**src/rtl/lc3_mem_pkg.sv**
```systemverilog
`default_nettype none
// ============================================================================
// Module   : lc3_mem_pkg
// Brief    : Shared types and defaults for the LC-3 memory arbiter slice.
// Revision : 1.0 - initial release
// ============================================================================
package lc3_mem_pkg;

    localparam int c_DEF_ADDR_W = 16;
    localparam int c_DEF_DATA_W = 16;

    typedef enum logic {
        PORT_CPU = 1'b0,
        PORT_DMA = 1'b1
    } port_e;

    typedef enum logic [0:0] {
        ARB_IDLE   = 1'b0,
        ARB_ACCESS = 1'b1
    } arb_state_e;

    // Round-robin pick; on a tie the port that did not win last time goes first.
    function automatic port_e rr_pick(input logic cpu_bid, input logic dma_bid, input port_e last);
        port_e winner;
        if (cpu_bid && dma_bid)
            winner = (last == PORT_DMA) ? PORT_CPU : PORT_DMA;
        else if (cpu_bid)
            winner = PORT_CPU;
        else
            winner = PORT_DMA;
        return winner;
    endfunction

endpackage
`default_nettype wire

```
**src/rtl/lc3_mem_port_ctl.sv**
```systemverilog
`default_nettype none
// ============================================================================
// Module   : lc3_mem_port_ctl
// Brief    : One requester's done flag, re-arm/eligibility and read-data register.
// Revision : 1.0 - initial release
// ============================================================================
module lc3_mem_port_ctl #(
    parameter int DATA_W = 16
) (
    input  logic              clock,
    input  logic              reset,
    input  logic              req,
    input  logic              complete,
    input  logic              load_rdata,
    input  logic [DATA_W-1:0] rdata_in,
    output logic              done,
    output logic              bid,
    output logic [DATA_W-1:0] rdata
);

    logic              r_done;
    logic [DATA_W-1:0] r_rdata;

    // done stays up until the request is seen low, which blocks a re-grant
    // while the requester still holds its level request.
    always_ff @(posedge clock or posedge reset) begin
        if (reset) begin
            r_done  <= 1'b0;
            r_rdata <= '0;
        end else if (complete) begin
            r_done <= 1'b1;
            if (load_rdata)
                r_rdata <= rdata_in;
        end else if (r_done && !req) begin
            r_done <= 1'b0;
        end
    end

    assign done  = r_done;
    assign bid   = req & ~r_done;
    assign rdata = r_rdata;

endmodule
`default_nettype wire

```
**src/rtl/lc3_mem_arbiter.sv**
```systemverilog
`default_nettype none
// ============================================================================
// Module   : lc3_mem_arbiter
// Brief    : Round-robin arbiter sharing LC-3 main memory between CPU and DMA.
// Revision : 1.0 - initial release
// ============================================================================
module lc3_mem_arbiter
    import lc3_mem_pkg::*;
#(
    parameter int ADDR_W  = c_DEF_ADDR_W,
    parameter int DATA_W  = c_DEF_DATA_W,
    parameter int MEM_LAT = 2
) (
    input  logic              clock,
    input  logic              reset,
    input  logic              cpu_read,
    input  logic              cpu_write,
    input  logic [ADDR_W-1:0] cpu_addr,
    input  logic [DATA_W-1:0] cpu_wdata,
    output logic [DATA_W-1:0] cpu_rdata,
    output logic              cpu_done,
    input  logic              dma_req,
    input  logic              dma_we,
    input  logic [ADDR_W-1:0] dma_addr,
    input  logic [DATA_W-1:0] dma_wdata,
    output logic [DATA_W-1:0] dma_rdata,
    output logic              dma_done,
    output logic              mem_en,
    output logic              mem_we,
    output logic [ADDR_W-1:0] mem_addr,
    output logic [DATA_W-1:0] mem_wdata,
    input  logic [DATA_W-1:0] mem_rdata,
    output logic              busy,
    output logic              protocol_err
);

    localparam int         c_CNT_W     = $clog2(MEM_LAT + 1);
    localparam logic [0:0] c_ST_IDLE   = ARB_IDLE;
    localparam logic [0:0] c_ST_ACCESS = ARB_ACCESS;

    logic [0:0]         r_state;
    logic [c_CNT_W-1:0] r_cnt;
    port_e              r_last;
    port_e              r_owner;
    logic               r_mem_en;
    logic               r_mem_we;
    logic [ADDR_W-1:0]  r_mem_addr;
    logic [DATA_W-1:0]  r_mem_wdata;
    logic               r_perr;

    logic  w_cpu_req;
    logic  w_cpu_bid;
    logic  w_dma_bid;
    logic  w_finish;
    logic  w_cpu_complete;
    logic  w_dma_complete;
    port_e w_winner;

    assign w_cpu_req      = cpu_read | cpu_write;
    assign w_winner       = rr_pick(w_cpu_bid, w_dma_bid, r_last);
    assign w_finish       = (r_state == c_ST_ACCESS) && (r_cnt == '0);
    assign w_cpu_complete = w_finish && (r_owner == PORT_CPU);
    assign w_dma_complete = w_finish && (r_owner == PORT_DMA);

    lc3_mem_port_ctl #(
        .DATA_W (DATA_W)
    ) u_cpu_port (
        .clock      (clock),
        .reset      (reset),
        .req        (w_cpu_req),
        .complete   (w_cpu_complete),
        .load_rdata (~r_mem_we),
        .rdata_in   (mem_rdata),
        .done       (cpu_done),
        .bid        (w_cpu_bid),
        .rdata      (cpu_rdata)
    );

    lc3_mem_port_ctl #(
        .DATA_W (DATA_W)
    ) u_dma_port (
        .clock      (clock),
        .reset      (reset),
        .req        (dma_req),
        .complete   (w_dma_complete),
        .load_rdata (~r_mem_we),
        .rdata_in   (mem_rdata),
        .done       (dma_done),
        .bid        (w_dma_bid),
        .rdata      (dma_rdata)
    );

    always_ff @(posedge clock or posedge reset) begin
        if (reset) begin
            r_state     <= c_ST_IDLE;
            r_cnt       <= '0;
            r_last      <= PORT_DMA;
            r_owner     <= PORT_CPU;
            r_mem_en    <= 1'b0;
            r_mem_we    <= 1'b0;
            r_mem_addr  <= '0;
            r_mem_wdata <= '0;
            r_perr      <= 1'b0;
        end else begin
            if (cpu_read && cpu_write)
                r_perr <= 1'b1;

            if (r_state == c_ST_IDLE) begin
                if (w_cpu_bid || w_dma_bid) begin
                    r_owner  <= w_winner;
                    r_last   <= w_winner;
                    r_mem_en <= 1'b1;
                    r_cnt    <= c_CNT_W'(MEM_LAT - 1);
                    r_state  <= c_ST_ACCESS;
                    // Write takes precedence when the CPU raises both strobes.
                    if (w_winner == PORT_CPU) begin
                        r_mem_we    <= cpu_write;
                        r_mem_addr  <= cpu_addr;
                        r_mem_wdata <= cpu_wdata;
                    end else begin
                        r_mem_we    <= dma_we;
                        r_mem_addr  <= dma_addr;
                        r_mem_wdata <= dma_wdata;
                    end
                end
            end else begin
                if (r_cnt == '0) begin
                    r_mem_en <= 1'b0;
                    r_mem_we <= 1'b0;
                    r_state  <= c_ST_IDLE;
                end else begin
                    r_cnt <= r_cnt - c_CNT_W'(1);
                end
            end
        end
    end

    assign mem_en       = r_mem_en;
    assign mem_we       = r_mem_we;
    assign mem_addr     = r_mem_addr;
    assign mem_wdata    = r_mem_wdata;
    assign busy         = r_mem_en;
    assign protocol_err = r_perr;

endmodule
`default_nettype wire

```
**config.mk**
```make
export PLATFORM = sky130hd
export DESIGN_NAME = lc3_mem_arbiter
export DESIGN_NICKNAME = d
export VERILOG_FILES = /design/src/rtl/lc3_mem_pkg.sv /design/src/rtl/lc3_mem_port_ctl.sv /design/src/rtl/lc3_mem_arbiter.sv
export SDC_FILE = /design/constraint.sdc
export NUM_CORES = 1
export LEC_CHECK = 0
export ABC_AREA = 1
export CAP_MARGIN = 15
export CORE_AREA = 4 4 93 95
export CTS_CLUSTER_SIZE = 25
export DETAILED_ROUTE_END_ITERATION = 12
export DIE_AREA = 0 0 97 99
export PLACE_DENSITY = 0.84
export SETUP_SLACK_MARGIN = 0.02
export SLEW_MARGIN = 10
export SYNTH_ARGS = -nofsm -noshare
export SYNTH_HDL_FRONTEND = slang
export SYNTH_SLANG_ARGS = --single-unit
```
**constraint.sdc**
```tcl
create_clock -name clock -period 5.35 [get_ports clock]
set_input_delay 1.605 -clock clock [delete_from_list [all_inputs] [get_ports clock]]
set_output_delay 1.605 -clock clock [all_outputs]
set_load 0.02 [all_outputs]
```
# Word-level counts from Yosys, hierarchy flattened
# Cells that the tools add are included.
[op_classes]
add_sub_neg = 1
n_eq_ne = 2
reduce_logical = 19
mux = 21
bitwise = 8
[op_table]
columns = ["operator", "n"]
rows = [
  ["2-to-1 mux 16 bit", 2],
  ["2-to-1 mux 1 bit", 16],
  ["AND reduction 2 bit", 5],
  ["logical AND 1 bit", 7],
  ["2-to-1 mux 2 bit", 3],
  ["nonzero test 2 bit", 3],
  ["NOT 1 bit", 5],
  ["AND 1 bit", 2],
  ["logical NOT 1 bit", 2],
  ["logical NOT 2 bit", 1],
  ["inequality test 2 x 1 -> 1 bit (second input constant)", 1],
  ["inequality test 2 bit (second input constant)", 1],
  ["subtractor 2 x 1 -> 2 bit (second input constant)", 1],
  ["logical OR 1 bit", 1],
  ["bitwise OR 1 bit", 1],
]
[word_totals]
output_inout_bits = 70
register_bits = 74
input_bits = 86

# Depth between registers and ports, before layout
# Gate-level depths: netlist of the first run.
[logic_depth]
depth_word = 7
mapped_depth = 8
ltp_nobuf = 7

# By module
# Synthesis of the first run repeated with hierarchy kept, for this count alone.
[hier_totals]
hier_cells = 472
hier_area_um2 = 3656.0
[by_module_without_submodules]
columns = ["module", "cells_per_inst", "area_each_um2", "instances"]
rows = [
  ["lc3_mem_arbiter", 318, 2187.1, 1],
  ["lc3_mem_port_ctl", 77, 734.5, 2],
]

# Worst setup path before layout of the first run
# No wires, ideal clock.
[synth_path]
path_type = "input-to-reg"
startpoint = "in cpu_write"
endpoint = "reg r_mem_we (netlist: mem_we)"
arrival_ps = 2262
setup_time_ps = 117
path_buffers = 1
stages = 7
setup_slack_ps = 2971
path_cell_list = "nor2_2 nor2_8 nand2_4 buf_6 nand2_1 nand3_1 nand2_1"
[synth_between]
elab_chain_cells = 7
[synth_rtl]
columns = ["item", "line_no", "source"]
rows = [
  ["start, declared", "lc3_mem_arbiter.sv:17", "input logic cpu_write,"],
  ["bitwise OR 1 bit", "lc3_mem_arbiter.sv:59", "assign w_cpu_req = cpu_read | cpu_write;"],
  ["AND 1 bit", "lc3_mem_port_ctl.sv:40", "assign bid = req & ~r_done;"],
  ["2-to-1 mux 1 bit / logical AND 1 bit (equally long branches)", "lc3_mem_pkg.sv:27, lc3_mem_pkg.sv:25", ""],
  ["2-to-1 mux 1 bit", "lc3_mem_pkg.sv:25", "if (cpu_bid && dma_bid)"],
  ["2-to-1 mux 1 bit", "lc3_mem_arbiter.sv:116", "if (w_winner == PORT_CPU) begin"],
  ["2-to-1 mux 1 bit", "lc3_mem_arbiter.sv:109", "if (w_cpu_bid || w_dma_bid) begin"],
  ["2-to-1 mux 1 bit", "lc3_mem_arbiter.sv:108", "if (r_state == c_ST_IDLE) begin"],
  ["end signal, assigned", "lc3_mem_arbiter.sv:117", "r_mem_we <= cpu_write;"],
  ["end signal, assigned", "lc3_mem_arbiter.sv:121", "r_mem_we <= dma_we;"],
  ["end, declared", "lc3_mem_arbiter.sv:46", "logic r_mem_we;"],
]
# Several ways; a longest one is shown, not always the timed one. The select of a mux whose other input is x is not followed.
# A chain may end at the register's enable or synchronous reset.

# Worst setup path after layout of the first run
[layout_path]
startpoint = "in dma_req"
endpoint = "reg r_mem_wdata[7] (netlist: mem_wdata[7])"
[layout_between]
elab_chain_cells = 4
[layout_rtl]
columns = ["item", "line_no", "source"]
rows = [
  ["start, declared", "lc3_mem_arbiter.sv:22", "input logic dma_req,"],
  ["AND 1 bit (*)", "lc3_mem_port_ctl.sv:40", ""],
  ["logical AND 1 bit", "lc3_mem_pkg.sv:25", ""],
  ["2-to-1 mux 1 bit", "lc3_mem_pkg.sv:25", ""],
  ["2-to-1 mux 16 bit", "lc3_mem_arbiter.sv:116", ""],
  ["end signal, assigned", "lc3_mem_arbiter.sv:119", "r_mem_wdata <= cpu_wdata;"],
  ["end signal, assigned", "lc3_mem_arbiter.sv:123", "r_mem_wdata <= dma_wdata;"],
  ["end, declared", "lc3_mem_arbiter.sv:48", "logic [DATA_W-1:0] r_mem_wdata;"],
]
# Mark *: on every way between the ends. The rest lies on a longest branch, timed or not.

==> results of run 1 <==
sequential cells by signal, summed over array words and instances, names as in the netlist:
signal and flops:
u_dma_port.rdata 16, r_last 1, r_owner 1, protocol_err 1, mem_wdata 16, r_state 1
u_dma_port.done 1, mem_addr 16, u_cpu_port.rdata 16, busy 1, u_cpu_port.done 1, r_cnt 2
mem_we 1
power breakdown:
group,switching [mW],total [mW],internal (mW)
Sequential,0.161,0.994,0.834
Clock,0.209,0.534,0.324
Combinational,0.937,1.64,0.704
per-layer routing:
layer | track usage | vias to the layer above | wire length [microns]
met2 | 0.322 | 155 | 4330
met4 | 0.0734 | 0 | 153
met3 | 0.0630 | 13 | 839
met5 | 0 | - | 0
li1 | - | 1588 | -
met1 | 0.237 | 1466 | 4010
cell usage in the layout (no fill, tap or decap):
cell type	count
a21o_1	1
a21oi_4	1
buf_4	2
bufinv_16	3
clkbuf_8	10
clkdlybuf4s50_1	155
clkinv_2	1
clkinv_4	1
dfrtp_1	73
dfstp_2	1
ha_1	1
inv_1	25
inv_2	3
inv_6	1
nand2_1	203
nand2_2	2
nand2_4	2
nand3_1	38
nand3_4	2
nand3b_1	1
nor2_2	1
nor2_8	1
o21ai_0	1
o21ai_1	34
o21ai_2	1
o22ai_1	1
or2_2	1
worst min-delay path by stage:
stage	start	to	slack (ns)
floorplan	r_last$_DFFE_PP1P_	r_last$_DFFE_PP1P_	0.46
global placement	protocol_err$_DFFE_PP0P_	protocol_err$_DFFE_PP0P_	0.45
detailed placement	protocol_err$_DFFE_PP0P_	protocol_err$_DFFE_PP0P_	0.45
CTS	protocol_err$_DFFE_PP0P_	protocol_err$_DFFE_PP0P_	0.47
global route	mem_wdata[12]$_DFFE_PP0P_	mem_wdata[12]$_DFFE_PP0P_	0.49
finish	protocol_err$_DFFE_PP0P_	protocol_err$_DFFE_PP0P_	0.47
worst reg2reg max path: stages (launching register included):
cell and delay, ns:
dfrtp_1 0.41, inv_1 0.08, nand3_1 0.43, nand2_4 0.53, nand2_1 0.11, nand2_1 0.08
nand2_1 0.05, nand2_1 0.09
cell families after synthesis:
kind of cell | share of synthesized area
compound gates | 0.0624
fa+ha+maj | 0.00365
buf+inv | 0.0839
flops | 0.540
simple gates | 0.310
layout make-up:
cell class | count | area [sq um]
Fill cell | 641 | 2540
Sequential cell | 74 | 1850
Timing Repair Buffer | 157 | 1570
Multi-Input combinational cell | 291 | 1290
Clock buffer | 10 | 138
Tap cell | 102 | 128
Clock inverter | 6 | 113
Inverter | 28 | 105
through the flow:
| step | std cells | area (sq um) |
|---|---|---|
| 6_report | 668 | 5190 |
| 5_1_grt | 668 | 5190 |
| 4_1_cts | 668 | 5190 |
| 3_5_place_dp | 652 | 4940 |
| 3_3_place_gp | 652 | 4940 |
| 2_1_floorplan | 415 | 3430 |
==> flow_summary.json, run 1 <==
{
  "drtIter0Drc": 160,
  "place_congestion": 0.789,
  "cp_common_cell": "nand2_1",
  "power_density_mw_per_mm2": 610,
  "skew_ns": 0.0105,
  "die_w_microns": 97,
  "timing.final.ws_setup_ns": 2.21,
  "synthArstFlopShare": 1.00,
  "crit_cells": 7,
  "grt_overflow": 0,
  "grt_usage": 0.194,
  "period_needed_ns": 3.14,
  "hpwl_mm": 6.78,
  "ir_drop_v": 0.000414,
  "routed_via_density": 4.82,
  "crit_chain": "clkdlybuf4s50_1, nand3_1, nand2_4, nand2_1, nand2_1, nand2_1, nand2_1",
  "clk_pin_slew_ns": 0.08,
  "final_hold_viol_count": 0,
  "r2r_start": "u_dma_port.done$_DFFE_PP0P_",
  "fmax_mhz": 318,
  "synth_cell_types": 23,
  "syn_nets": 502,
  "cp_slowest_stage_delay_ns": 0.52,
  "yosysWarnings": 0,
  "drc": 0,
  "synth.area.top_cells": "dfrtp_1, nand2_1, nand3_1, o21ai_1, buf_6",
  "maxCapViolCount": 0,
  "path_class": "primary input to flop",
  "drive_gt1_frac": 0.0583,
  "yosys.area.top_type": "dfrtp_1",
  "rr_worst_depth": 7,
  "syn_area_per_cell_sq_um": 8.26,
  "cts_buffers": 9,
  "synthesis.area_sq_mm": 0.00343,
  "rows": 32,
  "whs_ns": 0.470,
  "cp.arrival_ns": 3.41,
  "tns_ns": 0,
  "post-route-period-util": 0.588,
  "cts_sinks": 74,
  "grt_first_pass_wirelength_mm": 15.2,
  "synthCells": 415,
  "post_drt_wl_per_cell_microns": 14.0,
  "synth_top_flop_cell": "dfrtp_1",
  "num_vias": 3222,
  "reg2reg_slack_ns": 3.51,
  "dpl_worst_slack_ns": 1.85,
  "cts_root_buf": "clkbuf_8",
  "ys_top_cells_by_count": "nand2_1, dfrtp_1, nand3_1",
  "wirelength_mm": 9.34,
  "fp.coreArea_sq_mm": 0.00773,
  "cp-end-kind": "flop",
  "nNetsFinal": 648,
  "finalSetupViolCount": 0,
  "cts_tree": "done",
  "ios": 156,
  "regToRegEndpoint": "mem_wdata[7]$_DFFE_PP0P_",
  "start_kind": "primary input",
  "drtAntennaViolNets": 0,
  "cp_max_fo": 34,
  "antenna_found_initial": 0,
  "area_growth_pct": 51.4,
  "crit_end": "mem_wdata[7]$_DFFE_PP0P_",
  "h-tree-depth": 3,
  "die_area_sq_mm": 0.00960,
  "die_h_microns": 99,
  "grt_setup_unrepaired": "false",
  "p_leak_nw": 2.57,
  "maxSlewHeadroom": 0.348,
  "required_ns": 5.62,
  "post_cts_buffers": 0,
  "path_buf_inv": 1,
  "status": "finished clean",
  "crit_start": "dma_req",
  "report.final.slew_viol_count": 0,
  "yosys.area.top_type_share": 0.533,
  "tightest_slew_ns": 0.975,
  "cts_max_path_buffers": 2,
  "start_util": 0.444,
  "min_path_cells": 1,
  "synth-edff-count": 0,
  "hold_buffers": 0,
  "critical-path-slowest-cell": "nand2_4",
  "post-synth-top-count-cell": "nand2_1",
  "postLayoutCoreUtil": 0.672,
  "placement.io_buffers": 155,
  "cp_top_family": "simple AND/OR/NAND/NOR gates",
  "grt_max_degree": 44,
  "finalPower_mw": 3.17,
  "cts.repair.resized": 0,
  "hp-class": "flop to flop",
  "first_pass_iters": 4,
  "ys_ff_latch": 74,
  "grt_pass1_vias": 3109,
  "clk_latency_ns": 0.33,
  "antenna_cells": 0,
  "ys_seq_area_frac": 0.540
}
(Power assumes the default switching activity.)
==> inputs of run 2 (changes only) <==
--- a/config.mk
+++ b/config.mk
@@ -7,11 +7,11 @@
 export LEC_CHECK = 0
 export ABC_AREA = 1
 export CAP_MARGIN = 15
-export CORE_AREA = 4 4 93 95
+export CORE_AREA = 4 4 96 98
 export CTS_CLUSTER_SIZE = 25
 export DETAILED_ROUTE_END_ITERATION = 12
-export DIE_AREA = 0 0 97 99
-export PLACE_DENSITY = 0.84
+export DIE_AREA = 0 0 100 102
+export PLACE_DENSITY = 0.79
 export SETUP_SLACK_MARGIN = 0.02
 export SLEW_MARGIN = 10
 export SYNTH_ARGS = -nofsm -noshare
==> constraint.sdc (replaced) <==
create_clock -name clock -period 2.9 [get_ports clock]
set_input_delay 0.87 -clock clock [delete_from_list [all_inputs] [get_ports clock]]
set_output_delay 0.87 -clock clock [all_outputs]
set_load 0.02 [all_outputs]
==> flow_summary.json, run 2 (synthesis gave the netlist of run 1 again) <==
{
  "finalSetupViolCount": 0,
  "period_needed_ns": 2.36,
  "p_clk_frac": 0.153,
  "clk_latency_ns": 0.34,
  "cts_root_buf": "clkbuf_8",
  "whs_ns": 0.481,
  "post_cts_buffers": 0,
  "fin_cells": 679,
  "power_frac_seq": 0.319,
  "wirelength_mm": 9.39,
  "grt_usage": 0.180,
  "post-route-period-util": 0.814,
  "cts_max_path_buffers": 2,
  "routed_via_density": 4.82,
  "area_growth_pct": 51.9,
  "ir_drop_v": 0.000560,
  "maxCapViolCount": 0,
  "crit_chain": "clkdlybuf4s50_1",
  "hp-class": "flop to flop",
  "die_area_sq_mm": 0.0102,
  "h-tree-depth": 3,
  "cts_sinks": 74,
  "grt_setup_unrepaired": "false",
  "final_cell_mix": "nand2_1, clkdlybuf4s50_1, dfrtp_1",
  "report.final.slew_viol_count": 0,
  "cp_max_fo": 3,
  "status": "finished clean",
  "cp_slowest_stage_delay_ns": 0.66,
  "power.internal_mw": 3.36,
  "die_h_microns": 102,
  "die_w_microns": 100,
  "place_congestion": 0.800,
  "hpwl_mm": 7.01,
  "start_kind": "flop",
  "tns_ns": 0,
  "cp.arrival_ns": 1.49,
  "drive_gt1_frac": 0.0665,
  "ios": 156,
  "power.switching_mw": 2.43,
  "placement.io_buffers": 155,
  "p_leak_nw": 2.58,
  "path_buf_inv": 1,
  "post_drt_wl_per_cell_microns": 13.8,
  "first_pass_iters": 4,
  "tightest_slew_ns": 0.506,
  "drc": 0,
  "start_util": 0.405,
  "path_class": "flop to output port",
  "hold_buffers": 0,
  "cp_top_family": "buffers and inverters",
  "fmax_mhz": 423,
  "critical-path-slowest-cell": "clkdlybuf4s50_1",
  "grt_overflow": 0,
  "final_common_cell": "nand2_1",
  "fp.coreArea_sq_mm": 0.00847,
  "grt_pass1_vias": 3232,
  "required_ns": 2.03,
  "final_hold_viol_count": 0,
  "antenna_cells": 0,
  "cts_tree": "done",
  "cts.repair.resized": 0,
  "antenna_found_initial": 0,
  "drtIter0Drc": 105,
  "placed_cells": 663,
  "combPwrFrac": 0.528,
  "switching_share": 0.420,
  "num_vias": 3272,
  "skew_ns": 0.0134,
  "drtAntennaViolNets": 0,
  "cts_buffers": 9,
  "rows": 34,
  "power_density_mw_per_mm2": 1110,
  "maxSlewHeadroom": 0.663,
  "nNetsFinal": 653,
  "clk_pin_slew_ns": 0.09,
  "cp-end-kind": "output port",
  "grt_first_pass_wirelength_mm": 14.8,
  "grt_max_degree": 42
}
==> run 2: metrics by stage <==
| stage | utilization | setup WS (ns) | area, sq um | power, mW |
|---|---|---|---|---|
| finish | 0.615 | 0.538 | 5210 | 5.79 |
| global route | 0.615 | 0.493 | 5210 | 6.20 |
| CTS | 0.615 | 0.514 | 5210 | 5.84 |
| detailed placement | 0.589 | 0.296 | 4990 | 4.94 |
| global placement | 0.589 | 0.361 | 4990 | 4.84 |
| floorplan | - | 0.150 | 3430 | 3.66 |
==> run 2: layer usage <==
metal / routed length [microns] / part of all wire / GRT usage
met2: 4600 / 0.49 / 0.313
met5: 0 / 0 / 0
met3: 727 / 0.077 / 0.0375
met1: 3960 / 0.42 / 0.224
met4: 109 / 0.012 / 0.0632
==> run 2: worst reg2reg max path, stage by stage (launching register included) <==
cell and delay (ns):
dfstp_2 0.53, inv_1 0.05, nand3_1 0.29, buf_4 0.33, nand3_1 0.13, nand2_1 0.09, nand2_1 0.05, nand2_1 0.06
==> run 2: cell type report <==
cell class                      count  area, sq um
Tap cell                          108          135
Clock buffer                        9          124
Multi-Input combinational cell    291         1290
Clock inverter                      7          100
Inverter                           28          105
Sequential cell                    74         1850
Fill cell                         729         3260
Timing Repair Buffer              162         1600
==> run 2: power groups by stage <==
stage	Sequential, mW	Combinational (mW)	Clock, mW
after floorplan	2.38	1.28	0
after global placement	1.84	3.00	0
after detailed placement	1.85	3.09	0
after CTS	1.84	3.09	0.910
after global routing	1.92	3.34	0.948
final	1.85	3.05	0.885
==> run 2: path summary, 6_finish.rpt <==
path                                                   from                              end  slack, ns  cells past startpoint
worst min register to register     protocol_err$_DFFE_PP0P_         protocol_err$_DFFE_PP0P_       0.48                      1
worst max register to register           r_last$_DFFE_PP1P_         mem_addr[13]$_DFFE_PP0P_       1.30                      7
worst max-delay path            u_cpu_port.done$_DFFE_PP0P_                         cpu_done       0.54                      1
min in group asynchronous                             reset  u_cpu_port.rdata[7]$_DFFE_PP0P_       0.94                      3
worst min-delay path               protocol_err$_DFFE_PP0P_         protocol_err$_DFFE_PP0P_       0.48                      1
max in group asynchronous                             reset               r_last$_DFFE_PP1P_       1.55                      3
